`src/rtl/fifo_wr_arbiter.sv`:
```
// Round-robin arbiter sharing one FIFO write port among N_REQ valid/ready producers.
// Grants one producer per burst (capped at MAX_BURST beats) and honours FIFO backpressure.

module fifo_wr_arbiter_lane #(
  parameter int DATA_W = 8
) (
  input  logic              sel,
  input  logic              busy,
  input  logic              full,
  input  logic [DATA_W-1:0] data,
  output logic              ready,
  output logic [DATA_W-1:0] data_masked
);
  assign ready       = sel & busy & ~full;
  assign data_masked = sel ? data : '0;
endmodule

module fifo_wr_arbiter #(
  parameter int N_REQ     = 4,
  parameter int DATA_W    = 8,
  parameter int MAX_BURST = 4
) (
  input  logic                    clk,
  input  logic                    rst,
  input  logic [N_REQ-1:0]        req_valid,
  input  logic [N_REQ-1:0]        req_last,
  input  logic [N_REQ*DATA_W-1:0] req_data,
  output logic [N_REQ-1:0]        req_ready,
  input  logic                    fifo_full,
  output logic                    fifo_wr_en,
  output logic [DATA_W-1:0]       fifo_wr_data,
  output logic [N_REQ-1:0]        grant,
  output logic [$clog2(N_REQ)-1:0] grant_id,
  output logic                    busy
);
  localparam int IDW = $clog2(N_REQ);

  typedef enum logic {IDLE, GRANT} state_t;

  state_t           state;
  logic [IDW-1:0]   rr_ptr;
  logic [3:0]       burst_cnt;

  logic [N_REQ-1:0][DATA_W-1:0] data_lane, data_masked;
  logic                         pick_vld;
  logic [IDW-1:0]               pick_id, cand;
  logic                         cur_valid, cur_last, cap_hit, rel;

  assign data_lane = req_data;

  // Lane select follows grant_id even when idle so wr_data defaults to lane 0 after reset.
  for (genvar i = 0; i < N_REQ; i++) begin : g_lane
    fifo_wr_arbiter_lane #(.DATA_W(DATA_W)) u_lane (
      .sel         (grant_id == IDW'(i)),
      .busy        (busy),
      .full        (fifo_full),
      .data        (data_lane[i]),
      .ready       (req_ready[i]),
      .data_masked (data_masked[i])
    );
  end

  always_comb begin
    fifo_wr_data = '0;
    for (int i = 0; i < N_REQ; i++) fifo_wr_data |= data_masked[i];
  end

  // Walk the circle backwards so the candidate nearest rr_ptr+1 is assigned last and wins.
  always_comb begin
    pick_vld = 1'b0;
    pick_id  = '0;
    cand     = '0;
    for (int i = N_REQ; i >= 1; i--) begin
      cand = IDW'((int'(rr_ptr) + i) % N_REQ);
      if (req_valid[cand]) begin
        pick_vld = 1'b1;
        pick_id  = cand;
      end
    end
  end

  assign cur_valid  = req_valid[grant_id];
  assign cur_last   = req_last[grant_id];
  assign fifo_wr_en = busy & cur_valid & ~fifo_full;
  assign cap_hit    = ({1'b0, burst_cnt} + 5'd1) == 5'(MAX_BURST);
  // Withdrawal releases even under backpressure; a full FIFO with valid held only stalls.
  assign rel        = ~cur_valid | (fifo_wr_en & (cur_last | cap_hit));

  always_ff @(posedge clk or posedge rst) begin
    if (rst) begin
      state     <= IDLE;
      rr_ptr    <= IDW'(N_REQ - 1);
      burst_cnt <= '0;
      grant     <= '0;
      grant_id  <= '0;
      busy      <= 1'b0;
    end else begin
      case (state)
        IDLE: begin
          if (pick_vld) begin
            state     <= GRANT;
            grant     <= {{(N_REQ-1){1'b0}}, 1'b1} << pick_id;
            grant_id  <= pick_id;
            burst_cnt <= '0;
            busy      <= 1'b1;
          end
        end
        GRANT: begin
          if (fifo_wr_en) burst_cnt <= burst_cnt + 4'd1;
          if (rel) begin
            state  <= IDLE;
            grant  <= '0;
            busy   <= 1'b0;
            rr_ptr <= grant_id;
          end
        end
        default: state <= IDLE;
      endcase
    end
  end
endmodule

```
`config.mk`:
```
export PLATFORM = sky130hd
export DESIGN_NAME = fifo_wr_arbiter
export DESIGN_NICKNAME = d
export VERILOG_FILES = /design/src/rtl/fifo_wr_arbiter.sv
export SDC_FILE = /design/constraint.sdc
export NUM_CORES = 1
export LEC_CHECK = 0
export BUFFER_PORTS_ARGS = -buffer_cell sky130_fd_sc_hd__clkbuf_2
export CORE_ASPECT_RATIO = 1.1
export CORE_MARGIN = 2
export CORE_UTILIZATION = 30
export CTS_CLUSTER_SIZE = 40
export DETAILED_ROUTE_END_ITERATION = 8
export GPL_TIMING_DRIVEN = 0
export HOLD_SLACK_MARGIN = 0.06
export PLACE_DENSITY = 0.59
export REMOVE_ABC_BUFFERS = 1
export SLEW_MARGIN = 30
export SYNTH_ARGS = -nofsm -noshare
export SYNTH_HDL_FRONTEND = slang
export SYNTH_SLANG_ARGS = --single-unit
```
`constraint.sdc`:
```
create_clock -name clk -period 1.93 [get_ports clk]
set_clock_uncertainty 0.15 [all_clocks]
set_input_delay 0.386 -clock clk [delete_from_list [all_inputs] [get_ports clk]]
set_output_delay 0.386 -clock clk [all_outputs]
set_load 0.1 [all_outputs]
```
======== Yosys cells after proc, flatten, opt, wreduce, memory -nomap -nowiden ========
Index checks and enable logic that the tools add are counted.
cells by class
  equal/unequal tests ..................... 7
  multiplexer cells ....................... 36
  reduce and logical (&&, ||, !) cells .... 5
  shift-type cells ........................ 1
  bitwise operators ....................... 19
  magnitude comparators ................... 5
  add/sub/neg operators ................... 6
operators with widths
  kind                 number
  $mux 8               4
  $or 8x8->8           3
  $mux 4               4
  $pmux 4 s2           2
  $lt 2x3->1 const B   5
  $mux 1               14
  $bmux 1 s2           6
  $and 1x1->1          11
  $mux 2               4
  $reduce_and 2->1     4
  $add 4x1->5 const B  1
  $eq 5x3->1 const B   1
  $add 2x1->2 const B  2
  $add 2x2->2 const B  2
  $add 4x1->4 const B  1
  $eq 2x2->1 const B   2
  $ne 2x2->1 const B   2
  $pmux 1 s2           2
  $shl 1x2->4 const A  1
  $not 1->1            3
  $eq 2x1->1 const B   1
  $logic_not 2->1      1
  $ne 2x1->1 const B   1
  $or 1x1->1           2
word-level totals
  output and inout port bits .............. 20
  input bits .............................. 43
  register bits after elaboration ......... 14

======== Longest topological paths before layout ========
  depth in word-level cells ............... 10
  depth in mapped cells ................... 7
  gate-level depth less buffers ........... 6

======== Cells and area by module ========
A second synthesis with hierarchy kept.
unflattened totals
  cells, all modules ...................... 125
  area total of the unflattened synthesis .. 1,149.9 um2
by module, submodules not included
  module                area each (um2)  cells each  sequential area each (um2)  instances
  fifo_wr_arbiter       874.6            89          352.8                       1
  fifo_wr_arbiter_lane  68.8             9           0.0                         4

======== Worst setup path after synthesis ========
OpenSTA, ideal clock, no wires.
  path type ............................... flip-flop to output port
  start point ............................. register grant_id[0]
  end point ............................... output port fifo_wr_data[2]
  slack ................................... -784 ps
  path buffers ............................ 2
  data required time ...................... 1,394 ps
  stages on the path, launching flop included .. 4
  arrival time ............................ 2,178 ps
  cells stage by stage .................... dfrtp_1 > buf_6 > buf_2 > mux4_2
between the ends
  word-level cells in the longest chain between the ends .. 5
  elaborated cells on any way between the ends .. 11
  classes of those cells .................. eq/ne: 3; mux: 4; bitwise: 3; reduce/logical: 1
RTL lines
  element                                               RTL line  RTL
  start: declaration                                    33        output logic [$clog2(N_REQ)-1:0] grant_id,
  start signal: assignment                              103       grant_id <= pick_id;
  $eq 2x1->1 / $logic_not 2->1 (equally long branches)  54        .sel (grant_id == IDW'(i)),
  $mux 8                                                15        assign data_masked = sel ? data : '0;
  $or 8x8->8 (2 in series)                              65        for (int i = 0; i < N_REQ; i++) fifo_wr_data |= data_masked[i];
  $or 8x8->8 *                                          65
  end: declaration                                      31        output logic [DATA_W-1:0] fifo_wr_data,
Mark *: on every way between the ends. The rest lies on a longest branch, timed or not.

======== Final worst setup path ========
  start point ............................. register grant_id[1]
  end point ............................... output port fifo_wr_en
between the ends
  word-level cells in the longest chain between the ends .. 4
RTL lines
  element                       RTL line  RTL
  $bmux 1 s2                    82        assign cur_valid = req_valid[grant_id];
  $mux 1 (implied by the code)  82
  $and 1x1->1 (2 in series)     84        assign fifo_wr_en = busy & cur_valid & ~fifo_full;
  end: declaration              30        output logic fifo_wr_en,
Every way passes these cells. The select of a mux whose other input is x is not followed.

==> flow_summary.ini <==
[layout]
finalNetCount = 207
drive_above_1_share_pct = 63.0
n_antenna_cell = 0
area_growth_pct = 63.0
fin_cells = 210
fillers = 298

[clock_network]
cts_buffer_depth = 2
h-tree-depth = 1
cts_tree = built
cts_inserted_buffers = 3
clock-sinks = 14
clk_pin_slew_ns = 0.09
cts_root_buffer = clkbuf_4
clkLatencyLatePin_ns = 0.29

[synth]
postSynthAreaPerCell_um2 = 11.0
seq_area_frac_synth_pct = 34.0
synthArstFlopShare_pct = 100
ys_types = 36
yosysTopAreaCell = dfrtp_1
synth_edf_count = 0
ys.flop_type = dfrtp_1
yosys-top-cells-area = dfrtp_1 29%, mux4_2 13%, mux4_1 7.6%
ys_warn_count = 0
synth_area_um2 = 1040
synth_seq_cells = 14
syn-instance-count = 94
synth_top_area_share_pct = 29.0

[route]
drtPass1Iterations = 3
top_layer = met4
routed_wl_um = 2770
drc = 0
wl_met2_um = 1330
dr_wl_met3_um = 246
drtAntennaViolNets = 0
drtIter0Drc = 30
vias = 1031
avgViaCountPerCell = 4.91
routedWlPerCell_um = 13.2
wl_met1_um = 1150

[place]
port_buffers = 62
hpwlAfterDp_um = 1990
dp_cells = 194
gp_congestion = 0.743

[timing]
setup_violations = 24
fin_crit_ns = 2.20
relSlewSlack_pct = 64.0
timing.final.crit_share_pct = 114
tightestPinTransition_ns = 0.543
rsz0062_at_grt = yes
setup_tns_ns = -3.98
fmax_mhz = 455
hold_viol_final = 0
drv_slew = 0
timing.final.ws_setup_ns = -0.267

[floorplan]
num_rows = 22
initial_utilization_pct = 31.1
die-height_um = 65.7
die_w_um = 60.1
die_area_um2 = 3940
io_pins = 63
core-area_um2 = 3330

[worst_setup_path]
reg2reg_slack_ns = -0.22
crit_fanout = 18
critPathLaunchType = flip-flop
reg2regPathDepth = 7
rr_startpoint = grant_id[0]
crit-reg2reg-capture = rr_ptr[0]
crit_type = flip-flop to output port
cp.arrival_ns = 1.66
crit_required_ns = 1.39
crit_path_end_kind = output port

[status]
status = complete, but fails checks
failed_checks = setup timing

[global_routing]
grt_pass1_wl_um = 4220
grt_max_degree = 19
grt_pass1_vias = 981
grt_use_total_pct = 14.4
antenna_found_initial = 0
grt.overflow.total = 0

[worst_hold_path]
hold_path_end = state
whs_path_depth = 4
min_path_type = input pin to flip-flop
hold_start = req_last[0]

[job]
cap_violations = 0
==> metrics by stage <==
step,instance area (µm²),hold slack (ns),utilization [%],setup slack (ns)
2_1_floorplan,967,0.124,-,-2.09
3_3_place_gp,1340,0.274,40.2,-0.620
3_5_place_dp,1340,0.281,40.2,-0.640
4_1_cts,1650,0.351,49.5,-0.301
5_1_grt,1690,0.353,50.8,-0.329
6_report,1690,0.346,50.8,-0.267
==> layer usage <==
| metal | vias up | GRT usage [%] |
|---|---|---|
| met3 | 6 | 4.33 |
| li1 | 480 | - |
| met5 | - | 0 |
| met2 | 58 | 25.4 |
| met1 | 487 | 15.7 |
| met4 | 0 | 5.83 |
==> final cells by class <==
class / instances / area [µm²] / share of cell area, %
multi-input cells: 66 / 629 / 37.2
clock buffers: 4 / 36.3 / 2.15
flip-flops and latches: 14 / 358 / 21.2
well taps: 48 / 60.1 / 3.55
inverters: 4 / 15.0 / 0.888
repair buffers: 74 / 592 / 35.0
==> worst max-delay path, cell delays in order, from the launching register on <==
cell and delay, ns:
dfrtp_2 0.61, mux4_2 0.40, and2_4 0.17, clkbuf_16 0.19
==> worst max-delay path by stage <==
stage                startpoint      endpoint  slack [ns]  cells past startpoint
floorplan           grant_id[1]  req_ready[2]       -2.09                      1
global placement    grant_id[0]    fifo_wr_en       -0.62                      3
detailed placement  grant_id[0]    fifo_wr_en       -0.64                      3
CTS                 grant_id[0]    fifo_wr_en       -0.30                      3
global route        grant_id[0]    fifo_wr_en       -0.33                      3
finish              grant_id[1]    fifo_wr_en       -0.27                      3
==> synthesized netlist by cell type, types with 2 or more instances <==
library cell and count:
mux4_1 3, a21oi_1 2, mux2_4 2, nand2_1 14, inv_1 4, dfstp_2 2, nor2_1 6, buf_4 4
nor2b_1 2, buf_2 2, xor2_1 2, nor3b_1 2, o21ai_0 3, a32o_1 4, buf_6 2, mux4_2 6
and3_1 2, mux2i_1 2, dfrtp_1 12, nand2b_1 2
==> state kept, by name, indices dropped and copies added (netlist names) <==
register   count
grant          4
state          1
grant_id       2
busy           1
burst_cnt      4
rr_ptr         2
==> cell families after synthesis <==
kind of cell / Yosys count / share of synthesized area (%)
buffers and inverters: 14 / 8.20
multiplexers: 14 / 26.5
XOR/XNOR: 2 / 1.69
AO/OA/AOI/OAI: 15 / 10.6
adder cells (fa/ha/maj): 1 / 1.21
AND/OR/NAND/NOR: 34 / 17.7
flip-flops: 14 / 34.0
==> what timing repair did <==
item | 4_1_cts | 5_1_grt
pin swaps | 8 | 5
hold endpoints to repair | 12 | 0
endpoints found under the setup margin | 27 | 23
hold buffers | 1 | 0
gates resized for setup | 47 | 17
buffers inserted | 10 | 2
==> cell usage in the layout (no fill, tap or decap), types with 4 or more instances in the layout <==
master	Yosys	final
inv_1	4	4
nand2_1	14	13
buf_8	0	7
clkbuf_4	0	5
buf_6	2	4
clkbuf_2	0	47
dfrtp_1	12	10
mux4_2	6	8
nor2_1	6	5
a32o_1	4	4
buf_4	4	7
Power is not shown: default switching activity piles up to over one toggle a cycle in this logic, so the estimate is an artifact.
